$ cat src/rtl/player_ctrl.sv
// Ship sprite controller: per accepted frame tick, optionally erase, issue one vertical move pulse, redraw.
// Outputs are registered and reflect the current state/pixel index; frame ticks are ignored while busy.
module player_ctrl #(
  parameter int         MOVE_DIV    = 2,
  parameter int         Y_MAX       = 116,
  parameter logic [2:0] SHIP_COLOUR = 3'b010
) (
  input  logic       clk,
  input  logic       reset_n,
  input  logic       frame_tick,
  input  logic       btn_up,
  input  logic       btn_down,
  output logic       add_x,
  output logic [1:0] add_y,
  output logic       y_pos_mod,
  output logic       y_neg_mod,
  output logic       plot,
  output logic [2:0] colour,
  output logic       busy,
  output logic       done
);

  localparam int DW = (MOVE_DIV > 1) ? $clog2(MOVE_DIV) : 1;
  localparam int YW = $clog2(Y_MAX + 1);

  typedef enum logic [2:0] {IDLE, ERASE, MOVE, DRAW, DONE} state_t;

  state_t          state;
  logic [2:0]      idx;
  logic [2:0]      idx_next;
  logic [DW-1:0]   divider;
  logic [YW-1:0]   shadow_y;
  logic            dir_down;
  logic            div_hit;
  logic            want_down;
  logic            want_up;

  assign idx_next  = idx + 3'd1;
  assign div_hit   = (divider == DW'(MOVE_DIV - 1));
  assign want_down = btn_down & ~btn_up & (shadow_y < YW'(Y_MAX)) & div_hit;
  assign want_up   = btn_up & ~btn_down & (shadow_y != '0) & div_hit;
  assign busy      = (state != IDLE);

  // Outputs are loaded on the same edge as the state they describe, so the
  // offsets, plot and colour always line up with the datapath's x/y mapping.
  always_ff @(posedge clk or negedge reset_n) begin
    if (!reset_n) begin
      state     <= IDLE;
      idx       <= 3'd0;
      divider   <= '0;
      shadow_y  <= '0;
      dir_down  <= 1'b0;
      add_x     <= 1'b0;
      add_y     <= 2'd0;
      y_pos_mod <= 1'b0;
      y_neg_mod <= 1'b0;
      plot      <= 1'b0;
      colour    <= 3'd0;
      done      <= 1'b0;
    end else begin
      add_x     <= 1'b0;
      add_y     <= 2'd0;
      y_pos_mod <= 1'b0;
      y_neg_mod <= 1'b0;
      plot      <= 1'b0;
      colour    <= 3'd0;
      done      <= 1'b0;
      case (state)
        IDLE: begin
          if (frame_tick) begin
            divider <= div_hit ? '0 : divider + DW'(1);
            idx     <= 3'd0;
            plot    <= 1'b1;
            if (want_down || want_up) begin
              dir_down <= want_down;
              state    <= ERASE;
            end else begin
              colour <= SHIP_COLOUR;
              state  <= DRAW;
            end
          end
        end
        ERASE: begin
          if (idx == 3'd7) begin
            idx       <= 3'd0;
            y_pos_mod <= dir_down;
            y_neg_mod <= ~dir_down;
            state     <= MOVE;
          end else begin
            idx   <= idx_next;
            plot  <= 1'b1;
            add_x <= idx_next[0];
            add_y <= idx_next[2:1];
          end
        end
        MOVE: begin
          // Track the datapath's base y on the edge that consumes the pulse.
          shadow_y <= dir_down ? shadow_y + YW'(1) : shadow_y - YW'(1);
          idx      <= 3'd0;
          plot     <= 1'b1;
          colour   <= SHIP_COLOUR;
          state    <= DRAW;
        end
        DRAW: begin
          if (idx == 3'd7) begin
            idx   <= 3'd0;
            done  <= 1'b1;
            state <= DONE;
          end else begin
            idx    <= idx_next;
            plot   <= 1'b1;
            colour <= SHIP_COLOUR;
            add_x  <= idx_next[0];
            add_y  <= idx_next[2:1];
          end
        end
        DONE: begin
          state <= IDLE;
        end
        default: begin
          state <= IDLE;
        end
      endcase
    end
  end

endmodule

$ cat config.mk
export PLATFORM = sky130hd
export DESIGN_NAME = player_ctrl
export DESIGN_NICKNAME = d
export VERILOG_FILES = /design/src/rtl/player_ctrl.sv
export SDC_FILE = /design/constraint.sdc
export NUM_CORES = 1
export LEC_CHECK = 0
export ABC_AREA = 1
export BUFFER_PORTS_ARGS = -buffer_cell sky130_fd_sc_hd__clkbuf_2
export CAP_MARGIN = 20
export CORE_ASPECT_RATIO = 0.75
export CORE_MARGIN = 2
export CORE_UTILIZATION = 53
export CTS_BUF_LIST = sky130_fd_sc_hd__clkbuf_8
export DETAILED_ROUTE_END_ITERATION = 10
export PLACE_DENSITY = 0.77
export SYNTH_ARGS = -nofsm -noshare
export SYNTH_HDL_FRONTEND = slang
export SYNTH_SLANG_ARGS = --single-unit
$ cat constraint.sdc
create_clock -name clk -period 1.4 [get_ports clk]
set_clock_uncertainty 0.1 [all_clocks]
set_input_delay 0.42 -clock clk [delete_from_list [all_inputs] [get_ports clk]]
set_output_delay 0.42 -clock clk [all_outputs]
set_load 0.05 [all_outputs]
==> flow_metrics.env <==
export IMPL_outcome="finished, violations left"
export IMPL_violations="setup timing"
export IMPL_drv_cap=0
export IMPL_fmax_mhz=631
export IMPL_grt_ovfl_total=0
export IMPL_synth_seq_cells=23
export IMPL_worstPathCellList="nor2_2 -> nand2_2 -> buf_8"
export IMPL_reg2reg_to="shadow_y[4]$_DFFE_PN0P_"
export IMPL_wl_per_cell_um=13.9
export IMPL_hold_buffers=0
export IMPL_cp_buffers_inverters=1
export IMPL_slowest_delay_ns=0.41
export IMPL_cp_max_fo=2
export IMPL_r2r_start="dir_down$_DFFE_PN0P_"
export IMPL_antennaDiodeCount=0
export IMPL_layout_cells_non_filler=221
export IMPL_core_area_um2=2290
export IMPL_final_common_cell="nand2_1"
export IMPL_netlist_area_um2=1270
export IMPL_rows=15
export IMPL_ys_seq_area_share_pct=45.2
export IMPL_use_met1_pct=30.3
export IMPL_startpoint="state[2]$_DFFE_PN0P_"
export IMPL_path_clk_slew_ns=0.08
export IMPL_port_buffers=13
export IMPL_clock_path_buffers=2
export IMPL_rsz0062_at_grt="yes"
export IMPL_clkSinkCount=23
export IMPL_finalPower_mw=4.90
export IMPL_timing_reg2reg_worst_path_depth=6
export IMPL_drt_initial_drc_count=40
export IMPL_place_congestion=0.891
export IMPL_placed_cells=212
export IMPL_cpMaxStageDelayCell="dfrtp_1"
export IMPL_grt_max_degree=24
export IMPL_routed_wl_mm=3.06
export IMPL_synthTopCellsByArea="dfrtp_1 45%, nand2_1 10%, ha_1 6.9%, inv_1 6.2%, nand3_1 4.3%"
export IMPL_area_delta_synth_final_pct=35.3
export IMPL_synth_top_area_share_pct=45.2
export IMPL_syn_area_per_cell_um2=8.44
export IMPL_clockRootBuffer="clkbuf_8"
export IMPL_grt_pass1_vias=1023
export IMPL_htree_levels=1
export IMPL_cp_num_cells=3
export IMPL_hold_viol=0
export IMPL_critPathCapture="busy"
export IMPL_setup_viol=7
export IMPL_gr_usage_met2_pct=37.8
export IMPL_fp_dieW_um=60.6
export IMPL_drc=0
export IMPL_setup_slack_ns=-0.184
export IMPL_netlist_instances=151
export IMPL_endpoint_kind="output port"
export IMPL_die_h_um=46.5
export IMPL_drive_gt1_share_pct=40.1
export IMPL_nFillCells=167
export IMPL_dp_hpwl_mm=2.10
export IMPL_clkLatencyLatePin_ns=0.27
export IMPL_criticalPathCategory="reg -> out"
export IMPL_dr_total_vias=1140
export IMPL_ys_types=26
export IMPL_firstDrtPassIters=4
export IMPL_critPathLaunchType="flop"
export IMPL_die_area_um2=2820
export IMPL_start_util_pct=55.6
export IMPL_grtUsageTotal_pct=22.8
export IMPL_p_leak_nw=0.889
export IMPL_avgViaCountPerCell=5.16
export IMPL_cts_buffers=3
export IMPL_yosysWarnings=0
export IMPL_pwr_density_cell_nw_per_um2=2840
export IMPL_synth_top_area_cell="dfrtp_1"
export IMPL_worstPathArrival_ns=1.06
export IMPL_path_delay_family="flip-flops"
export IMPL_min_path_type="in -> async"
export IMPL_required_ns=0.88
export IMPL_min_period_ns=1.58
export IMPL_ios=16
export IMPL_nNetsFinal=201
export IMPL_ff2ff_setup_slack_ns=-0.14
export IMPL_tritoncts="done"
export IMPL_ant_nets=0
export IMPL_grt_pass1_wl_mm=4.54
export IMPL_grt_util_met3_pct=5.34
export IMPL_busiest_layer="met2"
export IMPL_slew_viol_final=0
export IMPL_antenna_found_initial=0
export IMPL_final_cell_mix="29 x nand2_1, 23 x dfrtp_1, 20 x inv_1, 16 x buf_4, 9 x nand3_1"
export IMPL_fin_crit_sh_pct=113
export IMPL_ir_drop_v=0.00172
-- sequential cells by signal (all words and copies together) (netlist names), 2 cells and up --
name and cells:
add_y 2, idx 3, shadow_y 7, state 3
-- stage by stage --
stage / cell area (um^2) / setup TNS [ns] / setup WS [ns] / util (%) / hold WS [ns]
finish: 1720 / -0.576 / -0.184 / 75.2 / 0.0118
global route: 1720 / -1.13 / -0.231 / 75.2 / 0.0432
CTS: 1630 / -0.482 / -0.164 / 71.3 / 0.0202
detailed placement: 1540 / -0.320 / -0.109 / 67.2 / 0.308
global placement: 1540 / -0.129 / -0.0694 / 67.2 / 0.308
floorplan: 1340 / -0.0788 / -0.0374 / - / 0.0244
-- kinds of logic (layout without fill, tap and decap cells) --
family | after synthesis | count (layout) | share of synthesized area (%)
and+or+nand+nor | 69 | 69 | 25.1
buffers and inverters | 30 | 65 | 10.0
DFF | 23 | 23 | 45.2
AOI/OAI and AO/OA | 15 | 15 | 7.47
adders and majority gates | 8 | 8 | 8.45
xor gates and xnor gates | 5 | 5 | 3.44
other | 1 | 2 | 0.294
-- worst reg2reg max path: stages, from the launching register on --
cell and delay, ns:
dfrtp_1 0.41, inv_4 0.10, fa_2 0.39, nand3_1 0.12
nand3_2 0.10, xnor2_2 0.14, o21ai_1 0.12
-- worst min-delay path by stage --
stage	startpoint	to	slack (ns)	depth (start not counted)
after global placement	reset_n	state[1]$_DFFE_PN0P_	0.31	2
after global routing	reset_n	state[2]$_DFFE_PN0P_	0.04	2
after detailed placement	reset_n	state[1]$_DFFE_PN0P_	0.31	2
final	reset_n	done$_DFF_PN0_	0.01	2
after CTS	reset_n	state[1]$_DFFE_PN0P_	0.02	2
after floorplan	reset_n	add_x$_DFF_PN0_	0.02	0
-- synthesized netlist by cell type --
| library cell | instances |
|---|---|
| nand2_1 | 35 |
| dfrtp_1 | 23 |
| inv_1 | 21 |
| nand3_1 | 11 |
| nor2_1 | 9 |
| ha_1 | 7 |
| inv_2 | 6 |
| o21ai_1 | 6 |
| nand4_1 | 4 |
| nor3_1 | 4 |
| xnor2_1 | 3 |
| a21oi_1 | 2 |
| a21oi_2 | 2 |
| buf_4 | 2 |
| nand3_2 | 2 |
| nor2_4 | 2 |
| o21ai_0 | 2 |
| xor2_1 | 2 |
| buf_6 | 1 |
| conb_1 | 1 |
| fa_1 | 1 |
| nand2_2 | 1 |
| nor2_2 | 1 |
| o21ai_2 | 1 |
| o22ai_1 | 1 |
| o22ai_2 | 1 |
-- metal layers --
metal  up-vias  part of all wire, %
met5         -                    0
li1        546                    -
met3         8                  5.8
met2        33                   50
met4         0                  2.2
met1       553                   42
-- layout make-up --
class	instances	area, um^2	area share, %
Multi-Input combinational cell	99	702	40.7
Sequential cell	23	576	33.4
Timing Repair Buffer	34	251	14.6
Inverter	27	106	6.17
Tap cell	34	42.5	2.47
Clock buffer	3	41.3	2.40
Clock inverter	1	3.75	0.218
-- power by group --
part           switching [mW]  internal (mW)  total (mW)
clock                   0.203          0.196       0.399
combinational            1.90           1.48        3.37
sequential              0.205          0.924        1.13
total                    2.30           2.60        4.90
-- timing repair --
item,CTS,global route
endpoints found under the setup margin,6,21
gates resized for setup,10,25
setup buffers,2,4
pin swaps,5,7
(Power assumes the default switching activity.)
